--- config.mk ---
export PLATFORM = sky130hd
export DESIGN_NAME = pad2d_stream
export DESIGN_NICKNAME = d
export VERILOG_FILES = /design/src/rtl/pad2d_stream.sv
export SDC_FILE = /design/constraint.sdc
export NUM_CORES = 1
export LEC_CHECK = 0
export CAP_MARGIN = 20
export CORE_MARGIN = 4
export CORE_UTILIZATION = 41
export DETAILED_ROUTE_END_ITERATION = 8
export PLACE_DENSITY = 0.75
export SYNTH_ARGS = -nofsm -noshare
export SYNTH_HDL_FRONTEND = slang
export SYNTH_SLANG_ARGS = --single-unit
--- constraint.sdc ---
create_clock -name clk -period 1.9 [get_ports clk]
set_input_delay 0.38 -clock clk [delete_from_list [all_inputs] [get_ports clk]]
set_output_delay 0.38 -clock clk [all_outputs]
set_load 0.01 [all_outputs]
--- src/rtl/pad2d_stream.sv ---
// pad2d_stream: adds a constant/zero border around a raster-order frame of
//   CHANNEL x N-bit pixels, producing an OH x OW raster-order output frame.
// Latency: one cycle from input handshake to out_valid for interior beats;
//   up to one beat per cycle when out_ready is held high.
// Backpressure: output is a single register stage; in_ready is high only at
//   interior positions while that register can load (empty or being drained).
//
// Ports:
//   clk, rst          rising-edge clock, asynchronous active-high reset
//   in_valid/in_ready/in_data     input pixel stream (valid/ready)
//   out_valid/out_ready/out_data  padded pixel stream (valid/ready)
//   out_last          final beat of the padded frame
//   frame_done        one-cycle pulse when the final beat is accepted
module pad2d_stream #(
  parameter int N          = 8,
  parameter int CHANNEL    = 3,
  parameter int SIZE_H     = 32,
  parameter int SIZE_W     = 32,
  parameter int PAD_TOP    = 1,
  parameter int PAD_BOTTOM = 1,
  parameter int PAD_LEFT   = 1,
  parameter int PAD_RIGHT  = 1,
  parameter int PAD_MODE   = 0,
  parameter int PAD_VALUE  = 0
) (
  input  logic                 clk,
  input  logic                 rst,
  input  logic                 in_valid,
  output logic                 in_ready,
  input  logic [CHANNEL*N-1:0] in_data,
  output logic                 out_valid,
  input  logic                 out_ready,
  output logic [CHANNEL*N-1:0] out_data,
  output logic                 out_last,
  output logic                 frame_done
);

  localparam int OH = SIZE_H + PAD_TOP + PAD_BOTTOM;
  localparam int OW = SIZE_W + PAD_LEFT + PAD_RIGHT;
  localparam int RW = (OH > 1) ? $clog2(OH) : 1;
  localparam int CW = (OW > 1) ? $clog2(OW) : 1;

  // Interior window bounds, expressed inclusively so every bound fits the
  // counter width even when a bottom/right pad of zero puts the window edge
  // on the last row/column.
  localparam logic [RW-1:0] ROW_LO   = RW'(PAD_TOP);
  localparam logic [RW-1:0] ROW_HI   = RW'(PAD_TOP + SIZE_H - 1);
  localparam logic [RW-1:0] ROW_LAST = RW'(OH - 1);
  localparam logic [CW-1:0] COL_LO   = CW'(PAD_LEFT);
  localparam logic [CW-1:0] COL_HI   = CW'(PAD_LEFT + SIZE_W - 1);
  localparam logic [CW-1:0] COL_LAST = CW'(OW - 1);

  localparam logic [N-1:0]         PAD_ELEM = N'(PAD_VALUE);
  localparam logic [CHANNEL*N-1:0] FILL     = (PAD_MODE == 1) ? {CHANNEL{PAD_ELEM}} : '0;

  typedef enum logic {IDLE, RUN} state_t;

  state_t                 state, state_nxt;
  logic [RW-1:0]          row, row_nxt;
  logic [CW-1:0]          col, col_nxt;
  logic                   ld;
  logic                   load;
  logic [CHANNEL*N-1:0]   load_dat;
  logic                   interior;
  logic                   at_last;

  assign ld       = !out_valid || out_ready;
  assign interior = (row >= ROW_LO) && (row <= ROW_HI) &&
                    (col >= COL_LO) && (col <= COL_HI);
  assign at_last  = (row == ROW_LAST) && (col == COL_LAST);

  always_comb begin
    state_nxt = state;
    row_nxt   = row;
    col_nxt   = col;
    in_ready  = 1'b0;
    load      = 1'b0;
    load_dat  = FILL;
    case (state)
      IDLE: begin
        // The start cycle only arms the machine; the first beat (border or
        // interior) is produced from RUN on the following cycle.
        if (in_valid) state_nxt = RUN;
      end
      RUN: begin
        if (interior) begin
          in_ready = ld;
          load     = ld && in_valid;
          load_dat = in_data;
        end else begin
          // Border beats are generated locally and need no input.
          load = ld;
        end
        if (load) begin
          if (at_last) begin
            state_nxt = IDLE;
            row_nxt   = '0;
            col_nxt   = '0;
          end else if (col == COL_LAST) begin
            col_nxt = '0;
            row_nxt = row + 1'b1;
          end else begin
            col_nxt = col + 1'b1;
          end
        end
      end
      default: state_nxt = IDLE;
    endcase
  end

  always_ff @(posedge clk or posedge rst) begin
    if (rst) begin
      state     <= IDLE;
      row       <= '0;
      col       <= '0;
      out_valid <= 1'b0;
      out_data  <= '0;
      out_last  <= 1'b0;
    end else begin
      state <= state_nxt;
      row   <= row_nxt;
      col   <= col_nxt;
      if (load) begin
        out_valid <= 1'b1;
        out_data  <= load_dat;
        out_last  <= at_last;
      end else if (ld) begin
        // Register drained (or empty) with nothing new to hold.
        out_valid <= 1'b0;
        out_last  <= 1'b0;
      end
    end
  end

  // Derived from registered out_valid, so it is already low during reset.
  assign frame_done = out_valid && out_ready && out_last;

endmodule
==> out/qor.txt, run 1 <==
I/O Buffers - 55
Die width - 72.7 um
Syn. warnings - 0
Most common cell in the netlist - dfrtp_1
Post-synth top flop - dfrtp_1
Gate Count Post-Synth - 146
Die Area - 5290 um^2
DRT iter0 DRCs - 86
Status - finished, violations left
Synth area leaders - dfrtp_1 (57%), a22o_1 (12%), ha_1 (4.4%), nand3_1 (2.0%), o21ai_0 (2.0%)
RSZ-0062 raised after global routing - true
CP Buf/Inv Count - 2
Fmax achieved - 485 MHz
Total track usage - 19.4%
Mapped Area - 1720 um^2
Final hold violation count - 0
Post-synthesis register bit count - 39
Share of layout cells above drive strength 1 - 26.0%
Max Cap Violations - 0
Rel. slew slack - 68.0%
Gpl congestion - 0.749
CP Launch Type - register
Ports - 56
HP Class - primary input to asynchronous set/reset pin
Core Util, Final - 70.1%
Ant. Diodes - 0
First-pass GRT wire length - 7800 um
Clock root buffer - clkbuf_8
Fin crit share - 108%
Routed WL - 4790 um
Post-synth EDFFs - 0
Layout Nets - 264
Synth area leader - dfrtp_1
Pwr Density - 1060 nW/um^2
R2R setup slack - -0.09 ns
Grt total ovfl - 0
Setup TNS Final - -0.924 ns
Post-synth top area share - 56.8%
TritonCTS Buffers - 5
# rows - 23
CP endpoint kind - output pin
Final-report setup violation count - 31
Post-synth top cells - dfrtp_1 (39), a22o_1 (24), inv_1 (9)
Detailed placer's ending HPWL - 3140 um
CP delay by family, top - flip-flops
Skew-Pair Late Insertion Delay - 0.29 ns
WP data required - 1.52 ns
DP Worst Slack - -0.317 ns
Finished Cell Area - 2820 um^2
Synth Net Count - 180
Failing checks - setup timing
CTS tree - done
CTS max path bufs - 2
Slew at the pin closest to its max-slew limit - 0.481 ns
FFs w/ async S/R, synth - 100%
Slew Limit Fails - 0
Dpl cell area - 2500 um^2
Crit-path slowest cell - dfrtp_1
Seq/Total Area, Yosys - 56.8%
Die Y - 72.7 um
Worst r2r path cells - 8
Depth of the CTS H-tree - 2
Pre-antenna DRT Iters - 4
WL per Instance - 17.1 um
Crit path DAT - 1.68 ns
Average size of a mapped cell - 11.8 um^2
Largest net degree at the start of global routing - 40
Initial Utilization - 42.6%
Drc violations - 0
Largest stage delay on the critical path - 0.40 ns
Worst Path Max Fanout - 2
Area grow syn2layout - 64.4%
Area of the core - 4030 um^2
Static leakage - 0.00132 uW
Vias per inst - 5.27
Post-route antenna net violation count - 0
R2r endpoint - row[3]
Minimum clock period - 2.06 ns
Critical path class - register to output pin
Initial antenna violation count - 0
CP cell instances - inv_2 -> ha_1 -> nor4b_4 -> mux2i_1 -> nand2_1 -> nor2_1 -> buf_2
Clk slew on worst S/H paths - 0.08 ns
Final Skew - 0.00402 ns
PnR worst setup slack - -0.161 ns
Number of global-route vias before repair - 1570
Netlist cell types - 29
Sink Count - 39
Detailed-route via count - 1481
Reg-to-Reg Start - row[0]
Worst VDD drop - 580 uV
-- layout by cell type, fill, tap and decap left out, types with 2 or more instances in the layout --
cell type,synthesis,final
inv_1,9,6
buf_12,0,3
a22o_1,24,24
nor3_1,4,2
and2_1,2,2
buf_16,0,2
o21ai_1,0,4
clkdlybuf4s50_1,0,53
buf_6,2,2
mux2i_1,2,2
dfrtp_1,39,39
nor4b_4,0,2
nand2_1,7,7
xor2_1,3,3
and3_1,5,5
nor3_2,1,2
nand3_1,7,7
buf_4,0,21
a21o_1,2,2
clkbuf_8,0,5
o31ai_1,2,2
o21ai_0,7,2
o41ai_2,0,2
nor2_1,7,5
ha_1,6,3
inv_2,0,3
ha_2,0,2
-- metal layers --
layer / share of wire [%] / track usage (%)
met3: 3.9 / 4.96
met1: 40 / 23.2
met2: 55 / 34.0
met4: 1.3 / 6.56
met5: 0 / 0
-- logic make-up (layout without fill, tap and decap cells) --
family / after synthesis / after routing / synth area share (%)
adders and majority gates: 6 / 6 / 4.37
AOI/OAI and AO/OA: 41 / 41 / 18.8
DFF: 39 / 39 / 56.8
buffers and inverters: 16 / 101 / 4.59
xor gates and xnor gates: 4 / 4 / 2.04
muxes: 2 / 2 / 1.17
and+or+nand+nor: 38 / 38 / 12.2
-- what timing repair did --
item,in CTS,in global routing
pin swaps,4,3
hold buffers,0,0
gates resized for setup,32,9
setup buffers,3,0
endpoints found under the hold margin,0,0
cloned,2,1
setup endpoints to repair,39,39
-- power breakdown --
group,switching [uW],internal (uW),leakage [uW]
Combinational,535,694,0.000741
Sequential,114,973,0.000525
Clock,300,391,0.0000581
Total,949,2060,0.00132
-- through the flow --
| step | total power (uW) | hold WS, ns | std cells |
|---|---|---|---|
| final | 3010 | 0.507 | 281 |
| after detailed placement | 2100 | 0.491 | 268 |
| after CTS | 2960 | 0.514 | 280 |
| after global routing | 3180 | 0.526 | 281 |
| after global placement | 2050 | 0.489 | 268 |
| after floorplan | 1550 | 0.469 | 146 |
-- worst register-to-register path, cell delays in order (launching register included) --
cell,delay (ns)
dfrtp_1,0.38
buf_4,0.16
ha_2,0.19
nor2_1,0.11
mux2i_1,0.11
buf_4,0.15
a31o_4,0.28
or3_4,0.39
xnor2_2,0.14
-- registers in the layout, indices dropped and copies added, names as in the netlist --
| name | flops |
|---|---|
| row | 6 |
| out_last | 1 |
| out_data | 24 |
| out_valid | 1 |
| col | 6 |
| state | 1 |
-- area by class of cell --
class                   instances  area [um^2]
clock buffers                   5         68.8
clock inverters                 3         43.8
fillers                       286         1200
inverters                       9         33.8
multi-input cells              91          774
flip-flops and latches         39          976
well taps                      50         62.6
repair buffers                 84          865
-- worst max-delay path by stage --
stage / from / endpoint / slack (ns) / cells past startpoint
3_5_place_dp: col[1] / in_ready / -0.32 / 7
3_3_place_gp: col[1] / in_ready / -0.26 / 7
4_1_cts: col[0] / in_ready / -0.16 / 7
6_report: row[1] / in_ready / -0.16 / 7
5_1_grt: col[1] / in_ready / -0.29 / 7
2_1_floorplan: row[0] / row[3] / 0.008 / 8
Note: power is estimated with default switching activity, not from simulation.
==> run 2, diff against run 1 <==
--- a/config.mk
+++ b/config.mk
@@ -8,7 +8,9 @@
 export CAP_MARGIN = 20
 export CORE_MARGIN = 4
 export CORE_UTILIZATION = 41
+export CTS_CLUSTER_SIZE = 28
 export DETAILED_ROUTE_END_ITERATION = 8
+export GPL_TIMING_DRIVEN = 0
 export PLACE_DENSITY = 0.75
 export SYNTH_ARGS = -nofsm -noshare
 export SYNTH_HDL_FRONTEND = slang
==> out/qor.txt, run 2 (synthesis results as in run 1) <==
Status - finished, violations left
Failing checks - setup timing
Comb power frac - 46.0% (+5.1 points)
Finished Cell Area - 2870 um^2 (+1.5%)
Share of layout cells above drive strength 1 - 32.6% (+6.6 points)
Die Area - 5290 um^2 (unchanged)
Drc violations - 0 (unchanged)
Top Registers - out_data: 24 flops, col: 6 flops, row: 6 flops
Clk slew on worst S/H paths - 0.07 ns (about the same)
Dpl cell area - 2340 um^2 (-6.4%)
Placed instance count - 251 (-6.3%)
Reg power frac - 36.3% (+0.2 points)
Most frequent cells in the layout - clkdlybuf4s50_1 (53), dfrtp_1 (37), a22o_1 (24)
I/O Buffers - 55 (unchanged)
WP data required - 1.52 ns (about the same)
Detailed placer's ending HPWL - 2950 um (-6.2%)
Slew Limit Fails - 0 (unchanged)
Vias per inst - 5.46 (+3.7%)
Int Pwr - 2030 uW (-1.5%)
Pwr Density - 1080 nW/um^2 (+1.7%)
Minimum clock period - 2.24 ns (+0.179 ns)
Fmax achieved - 446 MHz (-8.0%)
Net Sw Frac - 34.7% (+3.2 points)
Fin crit share - 118% (+9.4 points)
Die width - 72.7 um (unchanged)
Biggest register - out_data
Sink Count - 39 (unchanged)
Clock root buffer - clkbuf_8
Area grow syn2layout - 66.9%
Slew at the pin closest to its max-slew limit - 0.831 ns (+0.350 ns)
First-pass GRT wire length - 8230 um (+5.6%)
Setup TNS Final - -7.95 ns (-7.03 ns)
Worst Path Max Fanout - 2 (unchanged)
CP Launch Type - register
Rel. slew slack - 44.5% (-23 points)
Clk pwr share - 17.7% (-5.3 points)
PnR worst setup slack - -0.340 ns (-0.179 ns)
Layout Cells excl Fill - 283 (+0.71%)
Routed WL - 5400 um (+13%)
Largest net degree at the start of global routing - 40 (unchanged)
CTS tree - done
Die Y - 72.7 um (unchanged)
CTS max path bufs - 2 (unchanged)
Number of global-route vias before repair - 1675 (+6.7%)
Gpl congestion - 0.864 (+15%)
Grt total ovfl - 0 (unchanged)
Static leakage - 0.00131 uW (-1.4%)
Initial antenna violation count - 0 (unchanged)
Worst VDD drop - 507 uV (-13%)
Crit path DAT - 1.86 ns (+0.18 ns)
Depth of the CTS H-tree - 2 (unchanged)
Pre-antenna DRT Iters - 4 (unchanged)
Critical path class - register to output pin
Ant. Diodes - 0 (unchanged)
Most common cell after layout, fill and taps aside - clkdlybuf4s50_1
Ports - 56 (unchanged)
# rows - 23 (unchanged)
Max Cap Violations - 0 (unchanged)
CP endpoint kind - output pin
TritonCTS Buffers - 5 (unchanged)
Final hold violation count - 0 (unchanged)
RSZ-0062 raised after global routing - true
Final Skew - 0.00685 ns (+0.00283 ns)
Total track usage - 20.5% (+1.0 points)
Post-route antenna net violation count - 0 (unchanged)
Max reg flops - 24 (unchanged)
Skew-Pair Late Insertion Delay - 0.30 ns (about the same)
Layout Nets - 266 (+0.76%)
DRT iter0 DRCs - 71 (-17%)
Area of the core - 4030 um^2 (unchanged)
Detailed-route via count - 1546 (+4.4%)
Initial Utilization - 42.6% (unchanged)
Switching component of the power - 1080 uW (+14%)
Final-report setup violation count - 39 (+26%)
HP Class - register to register
WL per Instance - 19.1 um (+12%)
==> run 2: changes by cell type in the layout (fill, tap and decap cells not counted), sizes merged <==
cell | previous run | this run
buf | 29 | 27
bufinv | 1 | 0
clkbuf | 6 | 12
clkinv | 2 | 1
==> run 2: layout make-up <==
type	count	area, um^2
plain buffers	6	76.3
clock buffers	7	76.3
clock inverters	1	5.00
fillers	293	1160
inverters	9	33.8
multi-input cells	91	858
flip-flops and latches	39	978
well taps	50	62.6
repair buffers	80	776
==> run 2: final timing paths <==
check | endpoint | slack [ns] | startpoint | cells after the start
max in group asynchronous | row[0] | 0.73 | rst | 2
min | out_data[23] | 0.50 | out_data[23] | 1
min reg2reg | out_data[23] | 0.50 | out_data[23] | 1
max reg2reg | out_data[9] | -0.27 | row[1] | 12
min in group asynchronous | out_data[3] | 0.58 | rst | 2
max | in_ready | -0.34 | row[1] | 8
==> run 2: power by group through the flow <==
stage	clock (uW)	combinational [uW]	sequential [uW]
5_1_grt	599	1500	1150
2_1_floorplan	0	413	1140
3_5_place_dp	0	766	1130
4_1_cts	556	1230	1110
3_3_place_gp	0	739	1120
6_report	549	1430	1130
==> run 2: layer usage <==
layer | share of wire [%] | GRT usage, % | vias to the layer above
met5 | 0 | 0 | -
met4 | 2.8 | 7.38 | 0
met3 | 4.6 | 6.47 | 16
met2 | 54 | 35.3 | 49
met1 | 39 | 23.8 | 781
li1 | - | - | 700
==> run 2: repair_timing <==
action,in CTS,in global routing
setup buffers,24,4
hold buffers,0,0
gates cloned,5,1
pin swaps,17,18
endpoints found under the setup margin,34,40
resized for setup,57,26
==> run 2: per-stage QoR <==
| step | worst slack, ns | utilization [%] | hold WS (ns) | total power (uW) |
|---|---|---|---|---|
| floorplan | 0.00787 | - | 0.469 | 1550 |
| global route | -0.411 | 71.1 | 0.534 | 3250 |
| CTS | -0.274 | 68.2 | 0.511 | 2900 |
| global placement | -0.507 | 58.0 | 0.488 | 1860 |
| finish | -0.340 | 71.1 | 0.504 | 3100 |
| detailed placement | -0.549 | 58.0 | 0.490 | 1890 |
==> run 2: worst max-delay path, cell delays in order, from the launching register on <==
cell and delay [ns]:
dfrtp_1 0.40, inv_2 0.09, ha_4 0.13, nor4b_4 0.24, mux2i_2 0.29, buf_4 0.16, nand2_4 0.05, nor2_2 0.09
buf_2 0.14
==> run 3, diff against run 2 <==
--- a/config.mk
+++ b/config.mk
@@ -5,7 +5,7 @@
 export SDC_FILE = /design/constraint.sdc
 export NUM_CORES = 1
 export LEC_CHECK = 0
-export CAP_MARGIN = 20
+export CAP_MARGIN = 10
 export CORE_MARGIN = 4
 export CORE_UTILIZATION = 41
 export CTS_CLUSTER_SIZE = 28
==> results of run 3 <==
Same layout as run 2: the final DEF is identical, and so are final timing and power.
